## src/rtl/eth_tx_framer.sv

```systemverilog
// eth_tx_framer: GMII transmit framer adding preamble/SFD and inter-frame gap; ETH_TX_FCS_EN adds min-length pad and CRC-32 FCS
module eth_tx_framer #(
  parameter int IFG_BYTES = 12,
  parameter int MIN_FRAME = 60
) (
  input  logic        clk,
  input  logic        reset,
  input  logic [7:0]  in_data,
  input  logic        in_valid,
  input  logic        in_last,
  output logic        in_ready,
  output logic [7:0]  tx_data,
  output logic [1:0]  tx_ctl,
  output logic        busy,
  output logic [15:0] frame_count,
  output logic [15:0] underrun_count
);
  typedef enum logic [2:0] {IDLE, PRE, SFD, DATA, PAD, FCS, IFG, DROP} state_t;
  localparam logic [7:0] IFG_LAST = 8'(IFG_BYTES);
  state_t state, state_n;
  logic [7:0] cnt, cnt_n, data_n;
  logic [1:0] ctl_n;
  logic fc_inc, uc_inc;
  assign in_ready = state == DATA || state == DROP;
`ifdef ETH_TX_FCS_EN
  localparam logic [10:0] MIN_LEN = 11'(MIN_FRAME);
  logic [31:0] crc, crc_n;
  logic [10:0] bcnt, bcnt_n, bcnt_inc;
  function automatic logic [31:0] crc_byte(input logic [31:0] c, input logic [7:0] d);
    logic [31:0] r;
    r = c ^ {24'h0, d};
    for (int i = 0; i < 8; i++) r = r[0] ? (r >> 1) ^ 32'hEDB88320 : r >> 1;
    return r;
  endfunction
  assign bcnt_inc = &bcnt ? bcnt : bcnt + 11'd1;
  always_ff @(posedge clk) begin
    if (reset) begin
      crc <= 32'hFFFFFFFF;
      bcnt <= 11'd0;
    end else begin
      crc <= crc_n;
      bcnt <= bcnt_n;
    end
  end
`endif
  always_comb begin
    state_n = state;
    cnt_n = 8'd0;
    data_n = 8'h00;
    ctl_n = 2'b00;
    fc_inc = 1'b0;
    uc_inc = 1'b0;
`ifdef ETH_TX_FCS_EN
    crc_n = crc;
    bcnt_n = bcnt;
`endif
    case (state)
      IDLE: if (in_valid) begin
        state_n = PRE;
        data_n = 8'h55;
        ctl_n = 2'b11;
      end
      PRE: begin
        data_n = 8'h55;
        ctl_n = 2'b11;
        cnt_n = cnt + 8'd1;
        state_n = cnt == 8'd5 ? SFD : PRE;
      end
      SFD: begin
        data_n = 8'hD5;
        ctl_n = 2'b11;
        state_n = DATA;
`ifdef ETH_TX_FCS_EN
        crc_n = 32'hFFFFFFFF;
        bcnt_n = 11'd0;
`endif
      end
      DATA: if (!in_valid) begin
        ctl_n = 2'b01;
        uc_inc = 1'b1;
        state_n = DROP;
      end else begin
        data_n = in_data;
        ctl_n = 2'b11;
`ifdef ETH_TX_FCS_EN
        crc_n = crc_byte(crc, in_data);
        bcnt_n = bcnt_inc;
        if (in_last) state_n = bcnt_inc < MIN_LEN ? PAD : FCS;
`else
        fc_inc = in_last;
        if (in_last) state_n = IFG;
`endif
      end
`ifdef ETH_TX_FCS_EN
      PAD: begin
        ctl_n = 2'b11;
        crc_n = crc_byte(crc, 8'h00);
        bcnt_n = bcnt_inc;
        state_n = bcnt_inc >= MIN_LEN ? FCS : PAD;
      end
      FCS: begin
        data_n = ~crc[7:0];
        ctl_n = 2'b11;
        crc_n = crc >> 8;
        cnt_n = cnt == 8'd3 ? 8'd0 : cnt + 8'd1;
        fc_inc = cnt == 8'd3;
        state_n = cnt == 8'd3 ? IFG : FCS;
      end
`endif
      IFG: begin
        cnt_n = cnt + 8'd1;
        state_n = cnt == IFG_LAST ? IDLE : IFG;
      end
      DROP: if (in_valid && in_last) state_n = IFG;
      default: state_n = IDLE;
    endcase
  end
  always_ff @(posedge clk) begin
    if (reset) begin
      state <= IDLE;
      cnt <= 8'd0;
      tx_data <= 8'h00;
      tx_ctl <= 2'b00;
      busy <= 1'b0;
      frame_count <= 16'd0;
      underrun_count <= 16'd0;
    end else begin
      state <= state_n;
      cnt <= cnt_n;
      tx_data <= data_n;
      tx_ctl <= ctl_n;
      busy <= state_n != IDLE;
      frame_count <= frame_count + {15'd0, fc_inc};
      underrun_count <= underrun_count + {15'd0, uc_inc};
    end
  end
endmodule
```

## config.mk

```make
export PLATFORM = sky130hd
export DESIGN_NAME = eth_tx_framer
export DESIGN_NICKNAME = d
export VERILOG_FILES = /design/src/rtl/eth_tx_framer.sv
export SDC_FILE = /design/constraint.sdc
export NUM_CORES = 1
export LEC_CHECK = 0
export CELL_PAD_IN_SITES_DETAIL_PLACEMENT = 0
export CELL_PAD_IN_SITES_GLOBAL_PLACEMENT = 1
export CORE_ASPECT_RATIO = 1.1
export CORE_MARGIN = 10
export CORE_UTILIZATION = 35
export CTS_CLUSTER_SIZE = 30
export DETAILED_ROUTE_END_ITERATION = 10
export GPL_TIMING_DRIVEN = 0
export PLACE_DENSITY = 0.81
export SLEW_MARGIN = 10
export SYNTH_ARGS = -nofsm -noshare
export SYNTH_HDL_FRONTEND = slang
export SYNTH_SLANG_ARGS = --single-unit
```

## constraint.sdc

```tcl
create_clock -name clk -period 3.5 [get_ports clk]
set_clock_uncertainty 0.15 [all_clocks]
set_input_delay 0.7 -clock clk [delete_from_list [all_inputs] [get_ports clk]]
set_output_delay 0.7 -clock clk [all_outputs]
set_load 0.01 [all_outputs]
```

Yosys cells after proc, flatten, opt, wreduce, memory -nomap -nowiden
Index checks and enable logic that the tools add are counted.
{ "word_totals": {"reg_bits": 54, "out_inout_bits": 44, "wordCells": 42} }
{ "classes": {"n_addsub": 3, "n_eq_ne": 7, "n_mux": 17, "n_bitwise": 1, "n_reduce_logical": 7} }
{ "ops": {"columns": ["operator", "n"], "rows": [
  ["16-bit by 1-bit adder with 16-bit output", 2],
  ["8-bit case mux with 4 select lines", 1],
  ["3-bit case mux with 6 select lines", 1],
  ["3-bit 2-to-1 mux", 5],
  ["8-bit by 1-bit adder with 8-bit output (second input constant)", 1],
  ["8-bit by 3-bit == test with 1-bit output (second input constant)", 1],
  ["8-bit by 4-bit == test with 1-bit output (second input constant)", 1],
  ["8-bit 2-to-1 mux", 1],
  ["7-bit 2-to-1 mux", 1],
  ["3-bit by 2-bit == test with 1-bit output (second input constant)", 2],
  ["3-bit == test (second input constant)", 2],
  ["2-bit 2-to-1 mux", 3],
  ["2-bit case mux with 3 select lines", 1],
  ["2-bit OR reduction", 3],
  ["1-bit 2-to-1 mux", 4],
  ["3-bit by 1-bit == test with 1-bit output (second input constant)", 1],
  ["3-bit zero test", 1],
  ["3-bit nonzero test", 1],
  ["1-bit logical AND", 1],
  ["1-bit logical OR", 1],
  ["1-bit NOT", 1]
]} }

Depth between registers and ports, before layout
Gate-level depths: netlist of run 1.
{ "logic_depth": {"depth_word": 4, "mapped_depth": 10} }

Worst setup path before layout of run 1
No wires, ideal clock.
{ "synth_path": {"path_type": "input-to-reg", "start": "input in_valid", "end": "register frame_count[14]", "setup_time_ns": 0.070, "arrival_ns": 2.749, "setup_slack_ns": 0.530, "cell_stages": 10, "path_buffers": 2, "cell_sequence": "clkbuf_1 > nand2_1 > nor3_1 > ha_1 > ha_1 > nand2_8 > or3_1 > buf_2 > or4_1 > a21oi_1"} }
{ "synth_between": {"elab_chain_len": 3} }
{ "synth_rtl": {"columns": ["element", "line", "text"], "rows": [
  ["from (decl)", "9", "input logic in_valid,"],
  ["1-bit 2-to-1 mux", "78", "DATA: if (!in_valid) begin"],
  ["1-bit 2-to-1 mux", "57", "case (state)"],
  ["16-bit by 1-bit adder with 16-bit output", "133", "frame_count <= frame_count + {15'd0, fc_inc};"],
  ["to (signal assigned)", "133", null],
  ["to (decl)", "15", "output logic [15:0] frame_count,"]
]} }
No other way between the ends.
A chain may end at the register's enable or synchronous reset.

Worst setup path in the final report of run 1
Ends and elaborated chain as after synthesis.

==> impl.org, run 1 <==
** Run status
- The flow ran to the end, and the final reports show no timing, DRC or antenna violations.

** Global route
- Number of global-route vias before repair :: 1843
- Across every metal layer, demand over resource in global routing totals 10.33%.
- The initial antenna violation count was 0.
- Grt ovf :: 0
- Largest net degree at the start of global routing :: 17
- The first global-routing pass estimated 8983 microns of wire.

** Yosys
- The synthesized design contains 54 register bits.
- Fraction of synthesized area in multiplexers :: 0.4983%
- Share of the synthesized area in compound gates (AO/OA/AOI/OAI) :: 7.364%
- Summing the sequential cell areas from Yosys gives 47.84% of the chip area.
- Ys Warns :: 0
- Post-Synth XOR/XNOR Area :: 10.08%
- Net count of the mapped netlist :: 272
- The synthesized netlist devotes 26.97% of its cell area to simple gates.
- Distinct cells, synth :: 34
- Synthesized cell area :: 0.002260 sq mm
- In the synthesized netlist, the number of instances is 253.
- Adder and majority cell fraction of the synthesized area :: 3.876%
- Average cell area after synthesis :: 8.931 sq um
- By area, the combinational part of the netlist is dominated by simple AND/OR/NAND/NOR gates.

** Floorplanning
- I/O Pins :: 56
- In this run the vertical extent of the chip is 104.3 microns.
- Starting density of the core :: 36.27%
- The die covers 0.01007 sq mm.
- The total area inside the core boundary comes to 0.006231 sq mm.
- Total number of placement rows :: 30
- Width of the chip :: 96.61 microns

** Timing
- Max Clock Freq :: 302.0 MHz
- Unrepaired setup endpoints after global routing :: no
- The worst pin sits at a relative slew slack of 59.25%.
- Counting I/O delays and the setup requirement, the final critical path takes 3312 ps.
- Min Hold Slack :: 365.6 ps
- Final hold violations :: 0
- Of the available clock period, the critical path in the final layout requires 94.62%.
- Setup violations remaining at the end of the flow were counted as 0.
- PnR worst setup slack :: 188.4 ps
- Slew at the pin with the worst max-slew slack :: 604.9 ps
- Final Slew Violations :: 0

** Job
- Total of max-cap violations :: 0

** Final layout
- In the final layout, flip-flops and latches occupy 0.001081 sq mm.
- Most common library cell in the layout ignoring fill and taps :: sky130_fd_sc_hd__clkdlybuf4s50_1
- The top cell types in the final layout, fill and taps aside, are sky130_fd_sc_hd__clkdlybuf4s50_1 (55), sky130_fd_sc_hd__dfxtp_1 (54), sky130_fd_sc_hd__nor2_1 (38).
- Share of final-layout standard cells stronger than drive strength 1 :: 6.032%
- Syn-to-layout area delta :: 34.05%
- Fill cell instance count of the final layout :: 630
- Final #Nets :: 334
- The multi-input combinational cells in the finished layout cover a total of 0.001110 sq mm.
- The finished layout holds 395 standard cells, fillers aside.
- Post-layout utilization of the core :: 48.61%
- Antenna diode instance count :: 0
- Area of all placed cells without fillers :: 0.003029 sq mm

** Setup path
- For flop-to-flop paths, the worst setup slack is 490 ps.
- STA classifies the critical path endpoint as a flip-flop.
- Along the worst path, the maximum fanout reaches 10.
- Type of the setup path with the least slack :: primary input to flip-flop
- CP startpoint kind :: primary input
- Worst Path Required :: 3580 ps
- Arrival time worst endpoint :: 3400 ps

** Clocking
- The number of hold buffers added after CTS was 0.
- Clock slew at reported path FFs :: 100 ps
- The later pin in the worst-skew pair is clocked with a latency of 300 ps.
- Clock tree from TritonCTS :: built
- Largest buffer count on any clock path :: 2
- TritonCTS created 5 clock buffers.
- The tree is rooted in a sky130_fd_sc_hd__clkbuf_8.
- Number of post-CTS setup repair buffers :: 0
- In this run the number of H-tree levels came out at 2.
- For this design, the sink count on the clock tree is 54.

** Placement
- Routability-driven placement finished with a final weighted congestion of 0.8239.
- Post-DP HPWL :: 4005 microns
- Port buffering added 55 buffers.
- Prior to clock tree synthesis, the placed netlist has a worst setup slack of -511.5 ps.
- The placed instances occupy a cell area of 0.002910 sq mm.
- Inst Count DP :: 388

** Route
- After detailed routing, the average wire length per cell comes to 13.33 microns.
- For this run, the detailed router's first-pass iteration total came to 4.
- For this run, design rule violations remaining after detail routing come to 0.
- For this block, the initial DRC count from the detailed router was 41.
- Wires add up to 5267 microns.
- Routed vias :: 1936
- Number of antenna-violating nets in the routed design :: 0
- Dividing the detail-routed via count by the number of cells gives 4.901.

** Power
- Part of the power in the clock network :: 37.1%
- The analysis attributes to cell leakage a power of 1.052 nW.
- Power density relative to cell area :: 366.0 mW/mm^2
- Share of power burned in registers :: 56.6%
- Across the VDD grid, the largest voltage drop is 195.8 uV.
- Net load switching power :: 0.0002394 W
- The internal power of the cells totals 0.0008692 W.
- Of the total power, the share spent switching nets is 21.60%.
- The share of total power dissipated in combinational logic is 6.3%.

** Worst hold path
- The worst hold path belongs to the class flip-flop to flip-flop.
-- synthesized netlist by cell type --
cell                       instances  area, sq um
sky130_fd_sc_hd__or3_2             1        7.510
sky130_fd_sc_hd__nand4_1           5        31.28
sky130_fd_sc_hd__nor3_1            8        40.04
sky130_fd_sc_hd__a21oi_1          15        75.07
sky130_fd_sc_hd__buf_1             1        3.750
sky130_fd_sc_hd__a31oi_1           2        12.51
sky130_fd_sc_hd__nand3_2           1        10.01
sky130_fd_sc_hd__nor2_1           38        142.6
sky130_fd_sc_hd__nand3b_1          1        7.510
sky130_fd_sc_hd__and4b_1           2        20.02
sky130_fd_sc_hd__or4_1             2        15.01
sky130_fd_sc_hd__mux2_2            1        11.26
sky130_fd_sc_hd__clkbuf_1          6        22.52
sky130_fd_sc_hd__o31ai_1           2        15.01
sky130_fd_sc_hd__nand2_8           1        20.02
sky130_fd_sc_hd__nand2b_1          3        18.77
sky130_fd_sc_hd__and4_1            3        26.28
sky130_fd_sc_hd__or3_1             5        31.28
sky130_fd_sc_hd__nor2b_1           5        31.28
sky130_fd_sc_hd__o32ai_1           1        8.760
sky130_fd_sc_hd__dfxtp_1          54         1081
sky130_fd_sc_hd__and3_1            4        25.02
sky130_fd_sc_hd__buf_2             1        5.000
sky130_fd_sc_hd__or2_2             2        12.51
sky130_fd_sc_hd__xnor2_1          16        140.1
sky130_fd_sc_hd__ha_1              7        87.58
sky130_fd_sc_hd__inv_1            12        45.04
sky130_fd_sc_hd__a31o_2            2        17.52
sky130_fd_sc_hd__o21ai_0           6        30.03
sky130_fd_sc_hd__nand2_1          11        41.29
sky130_fd_sc_hd__nor4_1            7        43.79
sky130_fd_sc_hd__nand3_1          17        85.08
sky130_fd_sc_hd__a21o_1            1        7.510
sky130_fd_sc_hd__xor2_1           10        87.58
-- worst max-delay path: stages --
cell and delay [ps]:
sky130_fd_sc_hd__clkdlybuf4s50_1 560, sky130_fd_sc_hd__clkbuf_4 240, sky130_fd_sc_hd__nand2_1 80, sky130_fd_sc_hd__nor3_2 150, sky130_fd_sc_hd__ha_1 230, sky130_fd_sc_hd__ha_2 280, sky130_fd_sc_hd__nand2_8 60, sky130_fd_sc_hd__or3_1 300
sky130_fd_sc_hd__buf_2 160, sky130_fd_sc_hd__or4_1 500, sky130_fd_sc_hd__a21oi_1 140
-- logic make-up (layout without fill, tap and decap cells) --
group / count (synthesis) / after routing
DFF: 54 / 54
buffers and inverters: 20 / 82
and+or+nand+nor: 116 / 116
AOI/OAI and AO/OA: 29 / 29
xor gates and xnor gates: 26 / 26
adders and majority gates: 7 / 7
muxes: 1 / 1
-- flip-flops by register name (all words and copies together) (netlist names) --
register and cells:
busy 1, cnt 8, state 3, tx_data 8, underrun_count 16, tx_ctl 2
frame_count 16
-- path summary, 6_finish.rpt --
path                   start               to  cells past startpoint
min reg2reg  frame_count[14]  frame_count[14]                      2
max reg2reg         state[0]  frame_count[14]                     10
min          frame_count[14]  frame_count[14]                      2
max                 in_valid  frame_count[14]                     11
-- what timing repair did --
item | in CTS | in global routing
endpoints found under the setup margin | 3 | 2
gates resized for setup | 2 | 3
cloned | 0 | 0
-- final cells by class --
| type | instances | share of cell area, % |
|---|---|---|
| multi-input cells | 179 | 36.64 |
| flip-flops and latches | 54 | 35.69 |
| repair buffers | 55 | 18.17 |
| well taps | 80 | 3.304 |
| clock buffers | 5 | 2.272 |
| inverters | 12 | 1.487 |
| clock inverters | 2 | 1.280 |
| plain buffers | 8 | 1.157 |
-- metal layers --
layer  vias up  wire length [microns]  global-route usage, %
met1       908                   2337                  11.88
met5         -                      0                      0
met3         4                    313                  3.920
met2        33                   2571                  17.62
li1        991                      -                      -
met4         0                     44                  2.215
-- power groups by stage --
stage / Sequential, W / Clock, W / Combinational [W]
2_1_floorplan: 0.000646 / 0 / 0.0000282
3_3_place_gp: 0.000642 / 0 / 0.0000696
3_5_place_dp: 0.000642 / 0 / 0.0000702
4_1_cts: 0.000628 / 0.000431 / 0.0000706
5_1_grt: 0.000629 / 0.000450 / 0.0000779
6_report: 0.000628 / 0.000411 / 0.0000694
-- per-stage QoR --
stage	TNS, ps	total power [W]
4_1_cts	0	0.001130
3_5_place_dp	-1769	0.0007124
6_report	0	0.001109
2_1_floorplan	0	0.0006739
3_3_place_gp	-1413	0.0007118
5_1_grt	0	0.001157
Note: power is estimated with default switching activity, not from simulation.
==> run 2, diff against run 1 <==
==> constraint.sdc (replaced) <==
create_clock -name clk -period 3.8 [get_ports clk]
set_clock_uncertainty 0.15 [all_clocks]
set_input_delay 0.76 -clock clk [delete_from_list [all_inputs] [get_ports clk]]
set_output_delay 0.76 -clock clk [all_outputs]
set_load 0.01 [all_outputs]
==> impl.org, run 2 (synthesis gave the netlist of run 1 again) <==
** Timing
- Count of final setup violators :: 0 (unchanged)
- Unrepaired setup endpoints after global routing :: no
- After layout, the worst path uses 93.10% of the clock period.
- The relative slew slack was 60.56% (+1.3 points).
- The worst path setup slack after routing was 262.3 ps (+73.88 ps).
- Based on the critical path, the design can be clocked at up to 282.7 MHz.
- Final hold violations :: 0 (unchanged)
- The slew at the pin closest to its max-slew limit is 585.4 ps (-19.50 ps).
- Final Slew Violations :: 0 (unchanged)
- Final min period :: 3538 ps

** Clocking
- Clock slew at reported path FFs :: 100 ps (about the same)
- The count of H-tree levels built during CTS was 2 (unchanged).
- CTS sink cnt :: 54 (unchanged)
- TritonCTS built the clock tree.
- The number of hold buffers added after cts came to 0 (unchanged).
- Number of post-CTS setup repair buffers :: 0 (unchanged)
- Largest buffer count on any clock path :: 2 (unchanged)
- Clock tree root driver cell :: sky130_fd_sc_hd__clkbuf_8
- Latest clock arrival within the worst-skew pair :: 300 ps (about the same)
- Inserted Clock Buffers :: 5 (unchanged)

** Final layout
- Compared with the post-synthesis result, the final layout area differs by 33.61%.
- Final #Nets :: 334 (unchanged)
- Leading registers by flop count :: frame_count: 16 flops, underrun_count: 16 flops
- Most frequent cells in the layout :: sky130_fd_sc_hd__clkdlybuf4s50_1 (55), sky130_fd_sc_hd__dfxtp_1 (54), sky130_fd_sc_hd__nor2_1 (38)
- The number of inserted diodes was 0 (unchanged).
- The filler-free cell count of the finished design was 395 (unchanged).
- The proportion of layout cells with a drive suffix above 1 came to 5.397% (-0.63 points).
- The library cell used most frequently in the layout, excluding fill and tap cells, is sky130_fd_sc_hd__clkdlybuf4s50_1.

** Placement
- Inst Count DP :: 388 (unchanged)
- Post-DP HPWL :: 4005 microns (unchanged)
- The count of buffers from port buffering came to 55 (unchanged).
- The placer congestion estimate was 0.8239 (unchanged).
- The post-place setup slack is -271.5 ps (+240.0 ps).

** Global route
- Initial antenna violation count :: 0 (unchanged)
- GRT Util Overall :: 10.33% (unchanged)
- Number of global-route vias before repair :: 1843 (unchanged)
- Grt ovf :: 0 (unchanged)
- The pin count of the biggest net entering global routing is 17 (unchanged).
- Global-route wire length before repair :: 8983 microns (unchanged)

** Power
- The proportion of total power due to net switching was 21.70% (+0.11 points).
- Net load switching power :: 0.0002219 W (-7.3%)
- The power share of the sequential group came to 56.6% (about the same).
- The total internal power was 0.0008003 W (-7.9%).
- The part of the power in the clock network came to 37.2% (about the same).
- The overall power consumption was 0.001022 W (-7.8%).
- Leakage :: 1.054 nW (+0.22%)
- Fraction of power consumed by combinational cells :: 6.2% (about the same)
- Worst IR Drop VDD :: 181.0 uV (-7.6%)
- Power density relative to cell area :: 338.6 mW/mm^2 (-7.5%)

** Setup path
- Cell depth of the worst setup path :: 11 (unchanged)
- The endpoint required time on the critical path is 3880 ps (+300 ps).
- The worst setup path is captured at a flip-flop.
- The cell that appears most often on the critical path is sky130_fd_sc_hd__ha_1.
- FF-to-FF setup slack :: 670 ps (+180 ps)
- Traced cell by cell, the critical path runs through clkdlybuf4s50_1 > clkbuf_2 > nand2_1 > nor3_1 > ha_1 > ha_1 > nand2_8 > or3_1 > buf_2 > or4_1 > a21oi_1.
- Timing endpoint of the critical path :: frame_count[14]
- Cell family with the largest share of critical-path delay :: simple AND/OR/NAND/NOR gates
- The stage delay of the slowest cell on the critical path was 560 ps (about the same).
- The worst setup path is launched from a primary input.
- In this run the critical register-to-register path is launched from state[0].
- The peak fanout along the critical path is 10 (unchanged).
- Worst path bufs/invs :: 3 (unchanged)
- Type of the setup path with the least slack :: primary input to flip-flop
- The endpoint identified for the worst register-to-register timing path is frame_count[14].
- CP startpoint :: in_valid
- Arrival time worst endpoint :: 3620 ps (+220 ps)
- The number of cells traversed by the worst register-to-register path is 10 (unchanged).
- Highest-delay cell along the critical path :: sky130_fd_sc_hd__clkdlybuf4s50_1

** Floorplanning
- Die height :: 104.3 microns (unchanged)
- Width of the chip :: 96.61 microns (unchanged)
- Total number of placement rows :: 30 (unchanged)
- The full die area is 0.01007 sq mm (unchanged).
- The number of ports placed on the die boundary was 56 (unchanged).
- Starting density of the core :: 36.27% (unchanged)
- The standard cell core area is 0.006231 sq mm (unchanged).

** Route
- Number of remaining DRC errors :: 0 (unchanged)
- The routed wire length came to 5272 microns (about the same).
- Violation count after the first detailed-routing iteration :: 41 (unchanged)
- The count of nets left with antenna violations after detail routing came to 0 (unchanged).
- The number of vias per cell is 4.965 (+1.3%).
- The number of iterations in the first detailed-routing pass was 4 (unchanged).
- The via count came to 1961 (+1.3%).
- Average wire length per cell after detail routing :: 13.35 microns (about the same)

** Worst hold path
- The tightest min-delay check is of the flip-flop to flip-flop type.

** Job
- Total of max-cap violations :: 0 (unchanged)

** Run status
- Run status :: finished, final reports clean
run 2: changes by cell type in the layout (fill, tap and decap cells not counted):
cell                       change
sky130_fd_sc_hd__ha_2          -1
sky130_fd_sc_hd__clkbuf_4      -1
sky130_fd_sc_hd__nor3_1        +1
sky130_fd_sc_hd__nor3_2        -1
sky130_fd_sc_hd__clkbuf_2      +1
sky130_fd_sc_hd__ha_1          +1
run 2: what timing repair did:
item / 4_1_cts / 5_1_grt
setup endpoints to repair: 0 / 2
resized for setup: 0 / 2
endpoints found under the hold margin: 0 / 0
run 2: power groups by stage:
stage / Sequential, W / Combinational (W) / Clock, W
2_1_floorplan: 0.000595 / 0.0000260 / 0
3_3_place_gp: 0.000591 / 0.0000641 / 0
3_5_place_dp: 0.000592 / 0.0000647 / 0
4_1_cts: 0.000578 / 0.0000649 / 0.000397
5_1_grt: 0.000580 / 0.0000713 / 0.000414
6_report: 0.000578 / 0.0000637 / 0.000380
run 2: routing by layer:
| layer | up-vias | global-route usage [%] | routed length, microns |
|---|---|---|---|
| met1 | 922 | 11.88 | 2304 |
| met3 | 4 | 3.920 | 319 |
| met5 | - | 0 | 0 |
| met4 | 0 | 2.215 | 44 |
| li1 | 992 | - | - |
| met2 | 43 | 17.62 | 2603 |
run 2: metrics by stage:
| stage | hold slack [ps] | setup TNS (ps) | instance area (sq um) | utilization [%] |
|---|---|---|---|---|
| 6_report | 365.6 | 0 | 3019 | 48.45 |
| 5_1_grt | 402.9 | 0 | 3019 | 48.45 |
| 4_1_cts | 367.3 | 0 | 3018 | 48.43 |
| 3_5_place_dp | 350.5 | -697.7 | 2910 | 46.71 |
| 3_3_place_gp | 334.6 | -422.6 | 2910 | 46.71 |
| 2_1_floorplan | 314.2 | 0 | 2260 | - |
run 2: worst min path at each step:
stage,end,cells past startpoint,slack [ps],startpoint
floorplan,cnt[0],1,310,cnt[0]
global placement,frame_count[10],2,330,frame_count[10]
detailed placement,cnt[0],1,350,cnt[0]
CTS,frame_count[14],2,370,frame_count[14]
global route,cnt[0],1,400,cnt[0]
finish,frame_count[14],2,370,frame_count[14]
run 2: tightest hold or removal path, cell delays in order (launching register included):
cell and delay [ps]:
sky130_fd_sc_hd__dfxtp_1 350, sky130_fd_sc_hd__o31ai_1 70, sky130_fd_sc_hd__a21oi_1 50
run 2: final cells by class:
| class | count | area (sq um) |
|---|---|---|
| Buffer | 8 | 32.53 |
| Sequential cell | 54 | 1081 |
| Clock inverter | 2 | 38.79 |
| Tap cell | 80 | 100.1 |
| Timing Repair Buffer | 55 | 550.5 |
| Inverter | 12 | 45.04 |
| Fill cell | 630 | 3212 |
| Clock buffer | 5 | 68.82 |
| Multi-Input combinational cell | 179 | 1102 |
